`config.mk`:
```
export PLATFORM = sky130hd
export DESIGN_NAME = split_timestamp_flat
export DESIGN_NICKNAME = d
export VERILOG_FILES = /design/src/rtl/split_timestamp_if.sv /design/src/rtl/split_timestamp.sv /design/src/flat_wrapper.sv
export SDC_FILE = /design/constraint.sdc
export NUM_CORES = 1
export LEC_CHECK = 0
export ABC_AREA = 1
export CELL_PAD_IN_SITES_DETAIL_PLACEMENT = 1
export CELL_PAD_IN_SITES_GLOBAL_PLACEMENT = 2
export CORE_MARGIN = 2
export CORE_UTILIZATION = 30
export CTS_BUF_LIST = sky130_fd_sc_hd__clkbuf_4 sky130_fd_sc_hd__clkbuf_8 sky130_fd_sc_hd__clkbuf_16
export DETAILED_ROUTE_END_ITERATION = 8
export PLACE_DENSITY_LB_ADDON = 0.15
export SLEW_MARGIN = 20
export SYNTH_ARGS = -nofsm -noshare
export SYNTH_HDL_FRONTEND = slang
export SYNTH_SLANG_ARGS = --single-unit
```
`constraint.sdc`:
```
create_clock -name clk -period 5.5 [get_ports clk]
set_clock_uncertainty 0.15 [all_clocks]
set_input_delay 0.825 -clock clk [delete_from_list [all_inputs] [get_ports clk]]
set_output_delay 0.825 -clock clk [all_outputs]
set_load 0.01 [all_outputs]
```
`src/rtl/split_timestamp_if.sv`:
```
// AXI4-Stream style channel shared by the frame input, frame output and timestamp output.
// The timestamp channel carries tlast but always drives it high (single-beat packets).
interface split_timestamp_if #(
    parameter int unsigned Width = 8
);
    logic [Width-1:0] tdata;
    logic             tvalid;
    logic             tready;
    logic             tlast;

    modport master (output tdata, output tvalid, output tlast, input tready);
    modport slave  (input tdata, input tvalid, input tlast, output tready);
endinterface

```
`src/rtl/split_timestamp.sv`:
```
// Splits a [frame][timestamp] stream into a bare frame stream and a one-beat timestamp stream.
// An (N+1)-deep shift buffer holds back the tail so the frame/timestamp boundary is known at tlast.
module split_timestamp #(
    parameter int unsigned DATA_WIDTH      = 8,
    parameter int unsigned TIMESTAMP_WIDTH = 72
) (
    input  logic              clk,
    input  logic              rstn,
    split_timestamp_if.slave  s_axis,
    split_timestamp_if.master m_axis,
    split_timestamp_if.master m_axis_timestamp,
    output logic              err_runt
);
    localparam int unsigned N    = TIMESTAMP_WIDTH / DATA_WIDTH;
    localparam int unsigned CntW = $clog2(N + 2);
    localparam logic [CntW-1:0] LastIdx = CntW'(N);

    typedef enum logic [1:0] {StFill, StStream, StFlushLast, StTsOut} state_e;

    state_e                state_q, state_d;
    logic [CntW-1:0]       count_q, count_d;
    logic                  err_runt_q;
    logic                  fill_en, shift_en, runt;
    logic [DATA_WIDTH-1:0] data_q [N+1];

    always_ff @(posedge clk) begin
        if (!rstn) begin
            state_q    <= StFill;
            count_q    <= '0;
            err_runt_q <= 1'b0;
        end else begin
            state_q    <= state_d;
            count_q    <= count_d;
            err_runt_q <= runt;
        end
    end

    // Buffer contents need no reset; they are only read once filled.
    always_ff @(posedge clk) begin
        for (int unsigned i = 0; i < N; i++) begin
            if (shift_en) begin
                data_q[i] <= data_q[i+1];
            end else if (fill_en && count_q == CntW'(i)) begin
                data_q[i] <= s_axis.tdata;
            end
        end
        if (shift_en || (fill_en && count_q == LastIdx)) begin
            data_q[N] <= s_axis.tdata;
        end
    end

    always_comb begin
        state_d                 = state_q;
        count_d                 = count_q;
        fill_en                 = 1'b0;
        shift_en                = 1'b0;
        runt                    = 1'b0;
        s_axis.tready           = 1'b0;
        m_axis.tvalid           = 1'b0;
        m_axis.tlast            = 1'b0;
        m_axis_timestamp.tvalid = 1'b0;
        unique case (state_q)
            StFill: begin
                s_axis.tready = 1'b1;
                if (s_axis.tvalid) begin
                    fill_en = 1'b1;
                    if (count_q == LastIdx) begin
                        count_d = count_q + 1'b1;
                        state_d = s_axis.tlast ? StFlushLast : StStream;
                    end else if (s_axis.tlast) begin
                        // Packet too short to hold even one frame beat: drop it.
                        runt    = 1'b1;
                        count_d = '0;
                    end else begin
                        count_d = count_q + 1'b1;
                    end
                end
            end
            StStream: begin
                m_axis.tvalid = s_axis.tvalid;
                s_axis.tready = m_axis.tready;
                if (s_axis.tvalid && m_axis.tready) begin
                    shift_en = 1'b1;
                    if (s_axis.tlast) begin
                        state_d = StFlushLast;
                    end
                end
            end
            StFlushLast: begin
                m_axis.tvalid = 1'b1;
                m_axis.tlast  = 1'b1;
                if (m_axis.tready) begin
                    state_d = StTsOut;
                end
            end
            StTsOut: begin
                m_axis_timestamp.tvalid = 1'b1;
                if (m_axis_timestamp.tready) begin
                    state_d = StFill;
                    count_d = '0;
                end
            end
            default: state_d = StFill;
        endcase
    end

    // Oldest timestamp beat lands in the least significant bits.
    always_comb begin
        m_axis_timestamp.tdata = '0;
        for (int unsigned i = 0; i < N; i++) begin
            m_axis_timestamp.tdata[i*DATA_WIDTH +: DATA_WIDTH] = data_q[i+1];
        end
    end

    assign m_axis.tdata          = data_q[0];
    assign m_axis_timestamp.tlast = 1'b1;
    assign err_runt              = err_runt_q;
endmodule

```
`src/flat_wrapper.sv`:
```
// flat-port wrapper written by rule: the top's interface ports become plain ports
module split_timestamp_flat 
#(
    parameter int unsigned DATA_WIDTH      = 8,
    parameter int unsigned TIMESTAMP_WIDTH = 72
)
  (clk, rstn, err_runt, s_axis_tdata, s_axis_tvalid, s_axis_tlast, s_axis_tready, m_axis_tdata, m_axis_tvalid, m_axis_tlast, m_axis_tready, m_axis_timestamp_tdata, m_axis_timestamp_tvalid, m_axis_timestamp_tlast, m_axis_timestamp_tready);
  split_timestamp_if #(.Width((8))) s_axis_i ();
  split_timestamp_if #(.Width((8))) m_axis_i ();
  split_timestamp_if #(.Width((72))) m_axis_timestamp_i ();
  input  logic clk;
  input  logic rstn;
  output logic err_runt;
  input wire logic [$bits(s_axis_i.tdata)-1:0] s_axis_tdata;
  input wire logic [$bits(s_axis_i.tvalid)-1:0] s_axis_tvalid;
  input wire logic [$bits(s_axis_i.tlast)-1:0] s_axis_tlast;
  output wire logic [$bits(s_axis_i.tready)-1:0] s_axis_tready;
  output wire logic [$bits(m_axis_i.tdata)-1:0] m_axis_tdata;
  output wire logic [$bits(m_axis_i.tvalid)-1:0] m_axis_tvalid;
  output wire logic [$bits(m_axis_i.tlast)-1:0] m_axis_tlast;
  input wire logic [$bits(m_axis_i.tready)-1:0] m_axis_tready;
  output wire logic [$bits(m_axis_timestamp_i.tdata)-1:0] m_axis_timestamp_tdata;
  output wire logic [$bits(m_axis_timestamp_i.tvalid)-1:0] m_axis_timestamp_tvalid;
  output wire logic [$bits(m_axis_timestamp_i.tlast)-1:0] m_axis_timestamp_tlast;
  input wire logic [$bits(m_axis_timestamp_i.tready)-1:0] m_axis_timestamp_tready;
  assign s_axis_i.tdata = s_axis_tdata;
  assign s_axis_i.tvalid = s_axis_tvalid;
  assign s_axis_i.tlast = s_axis_tlast;
  assign s_axis_tready = s_axis_i.tready;
  assign m_axis_tdata = m_axis_i.tdata;
  assign m_axis_tvalid = m_axis_i.tvalid;
  assign m_axis_tlast = m_axis_i.tlast;
  assign m_axis_i.tready = m_axis_tready;
  assign m_axis_timestamp_tdata = m_axis_timestamp_i.tdata;
  assign m_axis_timestamp_tvalid = m_axis_timestamp_i.tvalid;
  assign m_axis_timestamp_tlast = m_axis_timestamp_i.tlast;
  assign m_axis_timestamp_i.tready = m_axis_timestamp_tready;
  split_timestamp #(.DATA_WIDTH(DATA_WIDTH), .TIMESTAMP_WIDTH(TIMESTAMP_WIDTH)) u_core (.clk(clk), .rstn(rstn), .s_axis(s_axis_i), .m_axis(m_axis_i), .m_axis_timestamp(m_axis_timestamp_i), .err_runt(err_runt));
endmodule
```
==> impl_results.md, run 1 <==
- Outcome: finished clean
- Fraction of synthesized area in multiplexers: 0%
- Tmin final: 3.28 ns
- DR iter-0 viols: roughly 120
- CP Class: in -> out
- WHS Endpoint: u_core.data_q[8][4]$_DFFE_PP_
- Setup TNS: 0 ns
- CTS tree: done
- M1 GR Usage: 16.9%
- Clock Power Share: 36.8%
- Max cap viols: 0
- Clock latency at the later pin of the worst-skew pair: between 0.3 and 0.4 ns
- Setup crit end kind: output pin
- Synth Area in Simple Gates: 17.4%
- Initial antenna violation count: 0
- Hold Vio Cnt, Final: 0
- First-pass GRT wire length: 16000 µm
- Initial Utilization: between 30% and 40%
- Final setup fails: 0
- Layout cells sized above 1: under 10%
- PortBufs: just under 100
- Seq pwr share: between 40% and 50%
- Critical Path RT: between 4 and 5 ns
- Ports: 100
- Worst Hold Launch: u_core.data_q[9][4]$_DFFE_PP_
- Die Span Y: ~120 µm
- Post-Layout Inst Area: roughly 5400 µm²
- Drt first pass iters: 4
- Avg Cell Area, Syn: 10.8 µm²
- Pleak: between 2 and 2.5 nW
- Pins over their slew limit: 0
- Main combinational cell family by area after synthesis: simple AND/OR/NAND/NOR gates
- PD cells: 312 nW/µm²
- Worst reg-to-reg path cell count: 4
- Seq cells post-synth: 87
- Area growth from synthesis to layout: 35.2%
- RSZ-0062 raised after global routing: no
- # diodes: 0
- Met3 Usage GRT: between 4 and 5%
- CP arrival: about 2.3 ns
- Register area share after synthesis: 63.5%
- Die ar.: 14300 µm²
- Area of the core: 13100 µm²
- Reg-to-reg startpoint: u_core.state_q[0]$_SDFFE_PN0P_
- Unique masters post-synth: 28
- Routed len/inst: roughly 16 µm
- Gp weighted congestion: 0.751
- Synth Area in Adders: 2.81%
- DR DRC count: 0
- Vias: 2942
- CP dominant cell by count: clkdlybuf4s50_1
- # fillers: between 1000 and 1500
- Postcts setup bufs: 0
- Logic pwr share: 16.2%
- Row count: 42
- CP max-delay cell: clkdlybuf4s50_1
- Vias per cell: 4.53
- Switching share of power: roughly a quarter
- Die Width: 120 µm
- Rel. slew slack: a little under half
- WHS Path Cells: 2
- Synthesized Nets: between 300 and 400
- Max clock buf depth: 2
- R2R Path End: u_core.data_q[9][4]$_DFFE_PP_
- Internal power: between 1 and 1.5 mW
- CTS clk-pin slew, worst paths: roughly 0.060 ns
- Total track usage: between 10 and 15%
- Nets: 491
- Clock Tree Root: clkbuf_16
- Post-synthesis xor/xnor area fraction: 0%
- Hold crit path type: reg -> reg
- Area of the mapped netlist: 4010 µm²
- Sw Pwr: 0.442 mW
- Top fanout value on the critical path: 7
- Hold buffers post-CTS: 0
- Post-DP HPWL: a little under 8000 µm
- Total Wirelength: 10200 µm
- Slew @ Worst Pin: ~0.78 ns
- H-Tree Depth: 3
- GRT Max-Usage Layer: met2
- Vias in the first global route: ~3000
- CP Cell Sequence: clkdlybuf4s50_1 > a21oi_1 > nor2_1 > clkdlybuf4s50_1
- Flop2flop setup slack: 3.46 ns
- Cells after Synth: between 300 and 400
- Met2 usage: 25.2%
- Placed Area: between 5000 and 6000 µm²
- Worst setup path start: s_axis_tvalid
- CTS buffer count: 9
- Startpoint Class: input port
- Largest stage delay, worst path: 0.71 ns
- Post-cts resize count: 0
- Clock Sinks: 87
- Post-Route Utilization: 41.2%
- Compound-Gate Fraction of Synth Area: between 10% and 20%
- Detail Route Antenna Nets: 0
- Grt total ovfl: 0
- YS warnings: 0
- Largest net degree at the start of global routing: 20
- Worst VDD drop: between 0.1 and 0.15 mV
- Final period utilization: 59.7%
- Max Freq: a little over 300 MHz
-- synth_stat cells (all sizes together) --
| master | count | area [µm²] |
|---|---|---|
| a21oi | 6 | 30.0 |
| buf | 12 | 85.1 |
| clkbuf | 1 | 3.75 |
| conb | 1 | 3.75 |
| dfxtp | 7 | 140 |
| edfxtp | 80 | 2400 |
| ha | 9 | 113 |
| inv | 32 | 120 |
| nand2 | 114 | 448 |
| nand3 | 11 | 92.6 |
| nand4 | 5 | 37.5 |
| nor2 | 13 | 61.3 |
| nor3 | 5 | 57.6 |
| o21ai | 76 | 410 |
-- worst max-delay path by stage --
stage	endpoint	depth (start not counted)	slack, ns
6_report	m_axis_tvalid	4	2.22
5_1_grt	m_axis_tvalid	4	2.16
4_1_cts	m_axis_tvalid	4	2.22
3_5_place_dp	m_axis_tvalid	4	2.22
3_3_place_gp	m_axis_tvalid	4	2.23
2_1_floorplan	u_core.data_q[4][0]$_DFFE_PP_	3	3.24
-- state kept, by name, summed over array words and instances, names as in the netlist --
name,count
u_core.count_q,4
u_core.data_q,80
u_core.err_runt,1
u_core.state_q,2
-- cell usage in the layout (no fill, tap or decap), types with 5 or more instances in the layout --
cell,count
inv_1,28
ha_1,9
nand2_1,108
a21oi_1,6
nor2_1,10
o21ai_2,8
nand2_2,5
nand3_1,5
o21ai_1,66
clkdlybuf4s50_1,98
dfxtp_1,7
edfxtp_1,80
nand3_2,5
clkbuf_16,9
-- cells by family (layout without fill, tap and decap cells) --
| family | after synthesis | in the layout |
|---|---|---|
| buf+inv | 45 | 146 |
| flops | 87 | 87 |
| compound gates | 82 | 82 |
| other cells | 1 | 1 |
| simple gates | 148 | 148 |
| fa+ha+maj | 9 | 9 |
-- layout make-up --
type,count,area (µm²),share of cell area (%)
Sequential cell,87,2540,46.9
Inverter,32,120,2.22
Clock buffer,10,233,4.30
Multi-Input combinational cell,240,1250,23.1
Tap cell,176,220,4.07
Clock inverter,6,66.3,1.22
Timing Repair Buffer,98,981,18.1
-- worst max-delay path, delay by kind of cell --
kind                   cells  cell delay, ns
AO/OA/AOI/OAI              1            0.12
buffers and inverters      2            1.25
AND/OR/NAND/NOR            1            0.11
-- power by group through the flow --
stage	registers [mW]	logic (mW)	clock network (mW)
2_1_floorplan	0.822	0.135	0
3_3_place_gp	0.809	0.271	0
3_5_place_dp	0.809	0.278	0
4_1_cts	0.795	0.279	0.636
5_1_grt	0.799	0.305	0.662
6_report	0.794	0.274	0.621
-- per-stage QoR --
stage	setup slack, ns	cells	power [mW]	hold WS [ns]
6_report	2.22	649	1.69	0.411
5_1_grt	2.16	649	1.77	0.435
4_1_cts	2.22	649	1.71	0.417
3_5_place_dp	2.22	633	1.09	0.404
3_3_place_gp	2.23	633	1.08	0.384
2_1_floorplan	3.24	372	0.957	0.351
-- routing by layer --
layer | up-vias | routed length, µm
li1 | 1479 | -
met1 | 1376 | 4340
met2 | 75 | 4990
met3 | 12 | 628
met4 | 0 | 197
met5 | - | 0
No activity file was read; power rests on OpenSTA's default activity.
==> run 2: changes to the inputs <==
--- a/config.mk
+++ b/config.mk
@@ -9,7 +9,7 @@
 export CELL_PAD_IN_SITES_DETAIL_PLACEMENT = 1
 export CELL_PAD_IN_SITES_GLOBAL_PLACEMENT = 2
 export CORE_MARGIN = 2
-export CORE_UTILIZATION = 30
+export CORE_UTILIZATION = 28
 export CTS_BUF_LIST = sky130_fd_sc_hd__clkbuf_4 sky130_fd_sc_hd__clkbuf_8 sky130_fd_sc_hd__clkbuf_16
 export DETAILED_ROUTE_END_ITERATION = 8
 export PLACE_DENSITY_LB_ADDON = 0.15
==> constraint.sdc (replaced) <==
create_clock -name clk -period 2.95 [get_ports clk]
set_clock_uncertainty 0.15 [all_clocks]
set_input_delay 0.4425 -clock clk [delete_from_list [all_inputs] [get_ports clk]]
set_output_delay 0.4425 -clock clk [all_outputs]
set_load 0.01 [all_outputs]
==> impl_results.md, run 2 (synthesis gave the netlist of run 1 again) <==
- Clock latency at the later pin of the worst-skew pair: between 0.3 and 0.4 ns
- CP max-delay cell: clkdlybuf4s50_1
- CTS clk-pin slew, worst paths: ~0.070 ns
- Post-Route Utilization: about two fifths
- Die Width: ~120 µm
- CP dominant cell by count: clkdlybuf4s50_1
- Tmin final: 2.45 ns
- Initial antenna violation count: 0
- Grt total ovfl: 0
- Detail Route Antenna Nets: 0
- Internal power: between 2 and 2.5 mW
- Die Span Y: roughly 120 µm
- Most common cell after layout, fill and taps aside: nand2_1
- Pins over their slew limit: 0
- Slew @ Worst Pin: a little over 0.7 ns
- Sw Pwr: about 0.82 mW
- Outcome: finished clean
- Most flops, register: u_core.data_q
- Rel. slew slack: approximately half
- Nets: a little under 500
- Vias per cell: approximately 4.5
- Flop2flop setup slack: between 0.9 and 1 ns
- DP Cell Count: ~640
- Clock Power Share: a little under two fifths
- DR iter-0 viols: 90
- RSZ-0062 raised after global routing: no
- Setup TNS: 0 ns
- Ports: 100
- Area of the core: ~14000 µm²
- CP bufs+invs: 3
- Initial Utilization: ~29%
- Logic pwr share: between 15 and 20%
- CP Cell Sequence: clkdlybuf4s50_1 > buf_4 > a21oi_1 > nor2_1 > clkdlybuf4s50_1
- Clock Sinks: 87
- WHS Path Cells: 2
- Layout cells sized above 1: 10.1%
- Final period utilization: 83.1%
- Clock Tree Root: clkbuf_16
- R2R Path End: u_core.data_q[4][6]$_DFFE_PP_
- Max cap viols: 0
- Reg-to-reg startpoint: u_core.state_q[1]$_SDFFE_PN0P_
- Post-DP HPWL: 8090 µm
- Gp weighted congestion: 0.733
- Top fanout value on the critical path: 6
- Post-cts resize count: 0
- Critical Path RT: 2.36 ns
- Worst reg-to-reg path cell count: 6
- Largest regs: u_core.data_q: 80 flops, u_core.count_q: 4 flops, u_core.state_q: 2 flops
- Largest net degree at the start of global routing: 20
- Startpoint Class: input port
- Setup crit end kind: output pin
- Vias: just under 3000
- Worst VDD drop: around 0.22 mV
- CP Class: in -> out
- Worst Hold Launch: u_core.count_q[1]$_SDFFE_PN0P_
- PD cells: 590 nW/µm²
- # diodes: 0
- Max FFs per register: 80
- Switching share of power: roughly 26%
- Seq pwr share: between 40% and 50%
- Hold buffers post-CTS: 0
- Area growth from synthesis to layout: 36.2%
- Commonest cells after routing, fill and taps aside: nand2_1 (108), clkdlybuf4s50_1 (98), edfxtp_1 (80), o21ai_1 (66), inv_1 (28)
- Vias in the first global route: 3118
- Routed len/inst: ~16 µm
- Hold crit path type: reg -> reg
- PortBufs: between 90 and 100
- Die ar.: about 15000 µm²
- Postcts setup bufs: 0
- Total chip power: ~3.2 mW
- CTS tree: done
- Total track usage: around 14%
- Max clock buf depth: 2
- CP top delay family: buffers and inverters
- WHS Endpoint: u_core.count_q[1]$_SDFFE_PN0P_
- Hold Vio Cnt, Final: 0
- H-Tree Depth: 3
- Row count: between 40 and 50
- Drt first pass iters: 4
- # fillers: 1557
- Largest stage delay, worst path: around 0.55 ns
- Final Non-Filler Cells: around 660
- Pleak: 2.10 nW
- First-pass GRT wire length: around 16000 µm
- Max Freq: around 400 MHz
- CTS buffer count: 9
- Total Wirelength: approximately 10000 µm
- DR DRC count: 0
- Final setup fails: 0
- CP arrival: about 1.9 ns
-- run 2: metrics by stage --
stage	hold WS, ns	area (µm²)	setup WS, ns
6_report	0.407	5460	0.499
5_1_grt	0.444	5460	0.386
4_1_cts	0.409	5460	0.468
3_5_place_dp	0.398	5140	0.397
3_3_place_gp	0.389	5140	0.433
2_1_floorplan	0.351	4010	1.00
-- run 2: layer usage --
layer,GRT usage (%),wire [µm],vias up
met4,6.32,196,0
met1,16.7,4410,1391
met5,0,0,-
met2,24.4,5020,83
met3,3.89,690,13
li1,-,-,1484
-- run 2: final cells by class --
| class | instances | area [µm²] | share of cell area [%] |
|---|---|---|---|
| clock buffer | 9 | 225 | 4.13 |
| clock inverter | 7 | 92.6 | 1.70 |
| inverter | 32 | 120 | 2.20 |
| multi-input combinational | 240 | 1250 | 23.0 |
| sequential | 87 | 2540 | 46.6 |
| tap | 180 | 225 | 4.13 |
| timing repair buffer | 100 | 996 | 18.3 |
-- run 2: how the worst max path moves through the flow --
| stage | start | depth (start not counted) | to | slack, ns |
|---|---|---|---|---|
| 2_1_floorplan | u_core.state_q[1]$_SDFFE_PN0P_ | 5 | u_core.data_q[4][0]$_DFFE_PP_ | 1.00 |
| 3_3_place_gp | s_axis_tvalid | 3 | u_core.data_q[4][5]$_DFFE_PP_ | 0.43 |
| 3_5_place_dp | s_axis_tvalid | 3 | u_core.data_q[4][5]$_DFFE_PP_ | 0.40 |
| 4_1_cts | s_axis_tvalid | 5 | m_axis_tvalid | 0.47 |
| 5_1_grt | u_core.state_q[1]$_SDFFE_PN0P_ | 5 | m_axis_tvalid | 0.39 |
| 6_report | s_axis_tvalid | 5 | m_axis_tvalid | 0.50 |
-- run 2: power groups by stage --
stage | logic (mW) | registers [mW] | clock network [mW]
after CTS | 0.518 | 1.48 | 1.26
final | 0.506 | 1.48 | 1.23
after detailed placement | 0.516 | 1.51 | 0
after global placement | 0.507 | 1.51 | 0
after floorplan | 0.251 | 1.53 | 0
after global routing | 0.570 | 1.49 | 1.30
-- run 2: worst reg2reg max path: stages, from the launching register on --
cell and delay, ns:
dfxtp_1 0.36, inv_1 0.09, ha_1 0.27, nand3_4 0.26, nand4_2 0.40, nand2_1 0.17, o21ai_1 0.09
==> run 3: changes to the inputs <==
--- a/config.mk
+++ b/config.mk
@@ -9,7 +9,7 @@
 export CELL_PAD_IN_SITES_DETAIL_PLACEMENT = 1
 export CELL_PAD_IN_SITES_GLOBAL_PLACEMENT = 2
 export CORE_MARGIN = 2
-export CORE_UTILIZATION = 28
+export CORE_UTILIZATION = 30
 export CTS_BUF_LIST = sky130_fd_sc_hd__clkbuf_4 sky130_fd_sc_hd__clkbuf_8 sky130_fd_sc_hd__clkbuf_16
 export DETAILED_ROUTE_END_ITERATION = 8
 export PLACE_DENSITY_LB_ADDON = 0.15
==> constraint.sdc (replaced) <==
create_clock -name clk -period 2.4 [get_ports clk]
set_clock_uncertainty 0.15 [all_clocks]
set_input_delay 0.36 -clock clk [delete_from_list [all_inputs] [get_ports clk]]
set_output_delay 0.36 -clock clk [all_outputs]
set_load 0.01 [all_outputs]
==> impl_results.md, run 3 (synthesis gave the netlist of run 1 again) <==
- Worst reg-to-reg path cell count: 7
- Initial Utilization: slightly above 30%
- PortBufs: roughly 100
- Hold buffers post-CTS: 0
- Clock Tree Root: clkbuf_16
- Drt first pass iters: 4
- Total track usage: 15.4%
- Flop2flop setup slack: 0.36 ns
- Vias per cell: 4.61
- Largest regs: u_core.data_q: 80 flops, u_core.count_q: 4 flops, u_core.state_q: 2 flops
- Ports: 100
- Post-DP HPWL: 8000 µm
- # fillers: 1468
- Cell depth of the worst setup path: 4
- Most common cell after layout, fill and taps aside: nand2_1
- Detail Route Antenna Nets: 0
- DR DRC count: 0
- Tmin final: roughly 2.3 ns
- CP arrival: roughly 1.8 ns
- Hold crit path type: reg -> reg
- Grt total ovfl: 0
- CP Cell Sequence: clkdlybuf4s50_1 > a21oi_1 > nor2_1 > clkdlybuf4s50_1
- Area of the core: between 10000 and 15000 µm²
- Post-Route Utilization: around two fifths
- Placed Area: between 5000 and 6000 µm²
- Post-Layout Inst Area: around 5400 µm²
- Setup TNS: 0 ns
- CP top delay family: buffers and inverters
- CP Class: in -> out
- Vias: between 2000 and 3000
- Clock latency at the later pin of the worst-skew pair: between 0.3 and 0.4 ns
- Nets: around 490
- Die ar.: about 14000 µm²
- Final setup fails: 0
- R2R Path End: u_core.data_q[1][3]$_DFFE_PP_
- Pleak: ~2.1 nW
- Commonest cells after routing, fill and taps aside: nand2_1 (108), clkdlybuf4s50_1 (98), edfxtp_1 (80), o21ai_1 (65), inv_1 (28)
- Final period utilization: a little over nine tenths
- WHS Path Cells: 2
- Max Freq: 435 MHz
- Gp weighted congestion: roughly 0.75
- Critical Path RT: roughly 1.9 ns
- CP bufs+invs: 2
- Total Wirelength: approximately 11000 µm
- H-Tree Depth: 3
- Max cap viols: 0
- CP dominant cell by count: clkdlybuf4s50_1
- Max clock buf depth: 2
- CTS buffer count: 9
- Setup crit end kind: output pin
- Die Width: about 120 µm
- Die Span Y: ~120 µm
- Reg-to-reg startpoint: u_core.state_q[0]$_SDFFE_PN0P_
- Area growth from synthesis to layout: 35.5%
- Largest net degree at the start of global routing: 20
- CTS tree: done
- Initial antenna violation count: 0
- Worst VDD drop: around 0.28 mV
- RSZ-0062 raised after global routing: no
- CTS clk-pin slew, worst paths: 0.06 ns
- Startpoint Class: input port
- Routed len/inst: 16.2 µm
- Max FFs per register: 80
- Vias in the first global route: just over 3000
- Worst setup path start: s_axis_tvalid
- PD cells: approximately 710 nW/µm²
- DR iter-0 viols: 116
- Clock Sinks: a little under 90
- Worst setup path end: m_axis_tvalid
- Outcome: finished clean
- Row count: 42
- Pins over their slew limit: 0
- Layout cells sized above 1: roughly 10%
- First-pass GRT wire length: ~17000 µm
- Largest stage delay, worst path: ~0.67 ns
- Top fanout value on the critical path: 5
- Most flops, register: u_core.data_q
- CP max-delay cell: clkdlybuf4s50_1
- Hold Vio Cnt, Final: 0
- # diodes: 0
run 3: changes by cell type in the layout (fill, tap and decap cells not counted), sizes merged:
cell,delta
clkinv,+2
clkinvlp,-1
bufinv,-1
inv,-1
buf,+1
run 3: area by class of cell:
type | instances | area [µm²] | share of cell area [%]
inverters | 32 | 120 | 2.21
repair buffers | 101 | 1000 | 18.5
clock inverters | 6 | 60.1 | 1.11
clock buffers | 9 | 225 | 4.15
well taps | 176 | 220 | 4.06
flip-flops and latches | 87 | 2540 | 46.8
multi-input cells | 240 | 1260 | 23.1
run 3: report_power, final:
part	internal, mW	leakage [nW]	switching (mW)
Sequential	1.78	0.783	0.0449
Clock	0.797	0.141	0.573
Combinational	0.260	1.17	0.376
run 3: timing repair:
item,CTS,global route
endpoints found under the hold margin,0,0
gates resized for setup,0,1
buffers inserted,0,0
setup endpoints to repair,0,1
run 3: how the worst min path moves through the flow:
| stage | startpoint | end | slack (ns) |
|---|---|---|---|
| finish | u_core.count_q[1]$_SDFFE_PN0P_ | u_core.count_q[1]$_SDFFE_PN0P_ | 0.41 |
| global route | u_core.data_q[6][5]$_DFFE_PP_ | u_core.data_q[5][5]$_DFFE_PP_ | 0.45 |
| CTS | u_core.count_q[1]$_SDFFE_PN0P_ | u_core.count_q[1]$_SDFFE_PN0P_ | 0.42 |
| detailed placement | u_core.data_q[5][0]$_DFFE_PP_ | u_core.data_q[4][0]$_DFFE_PP_ | 0.40 |
| global placement | u_core.count_q[1]$_SDFFE_PN0P_ | u_core.count_q[1]$_SDFFE_PN0P_ | 0.39 |
| floorplan | s_axis_tdata[0] | u_core.data_q[9][0]$_DFFE_PP_ | 0.31 |
run 3: worst min-delay path: cells and delay by family, from the launching register on:
kind	cells	cell delay, ns
AND/OR/NAND/NOR	1	0.09
AO/OA/AOI/OAI	1	0.06
flip-flops	1	0.37
run 3: metrics by stage:
stage | hold slack (ns) | worst slack (ns) | power [mW] | cells
floorplan | 0.309 | 0.452 | 2.19 | 372
global placement | 0.388 | 0.0619 | 2.48 | 636
detailed placement | 0.404 | 0.0287 | 2.50 | 636
CTS | 0.418 | 0.0545 | 3.88 | 651
global route | 0.445 | 0.00570 | 4.00 | 651
finish | 0.410 | 0.101 | 3.83 | 651
run 3: layer usage:
metal,routed length [µm],global-route usage (%),up-vias,share of wire [%]
met5,0,0,-,0
met4,197,6.10,0,1.9
met3,582,4.33,14,5.5
met2,5070,26.0,75,48
met1,4660,18.5,1435,44
li1,-,-,1475,-
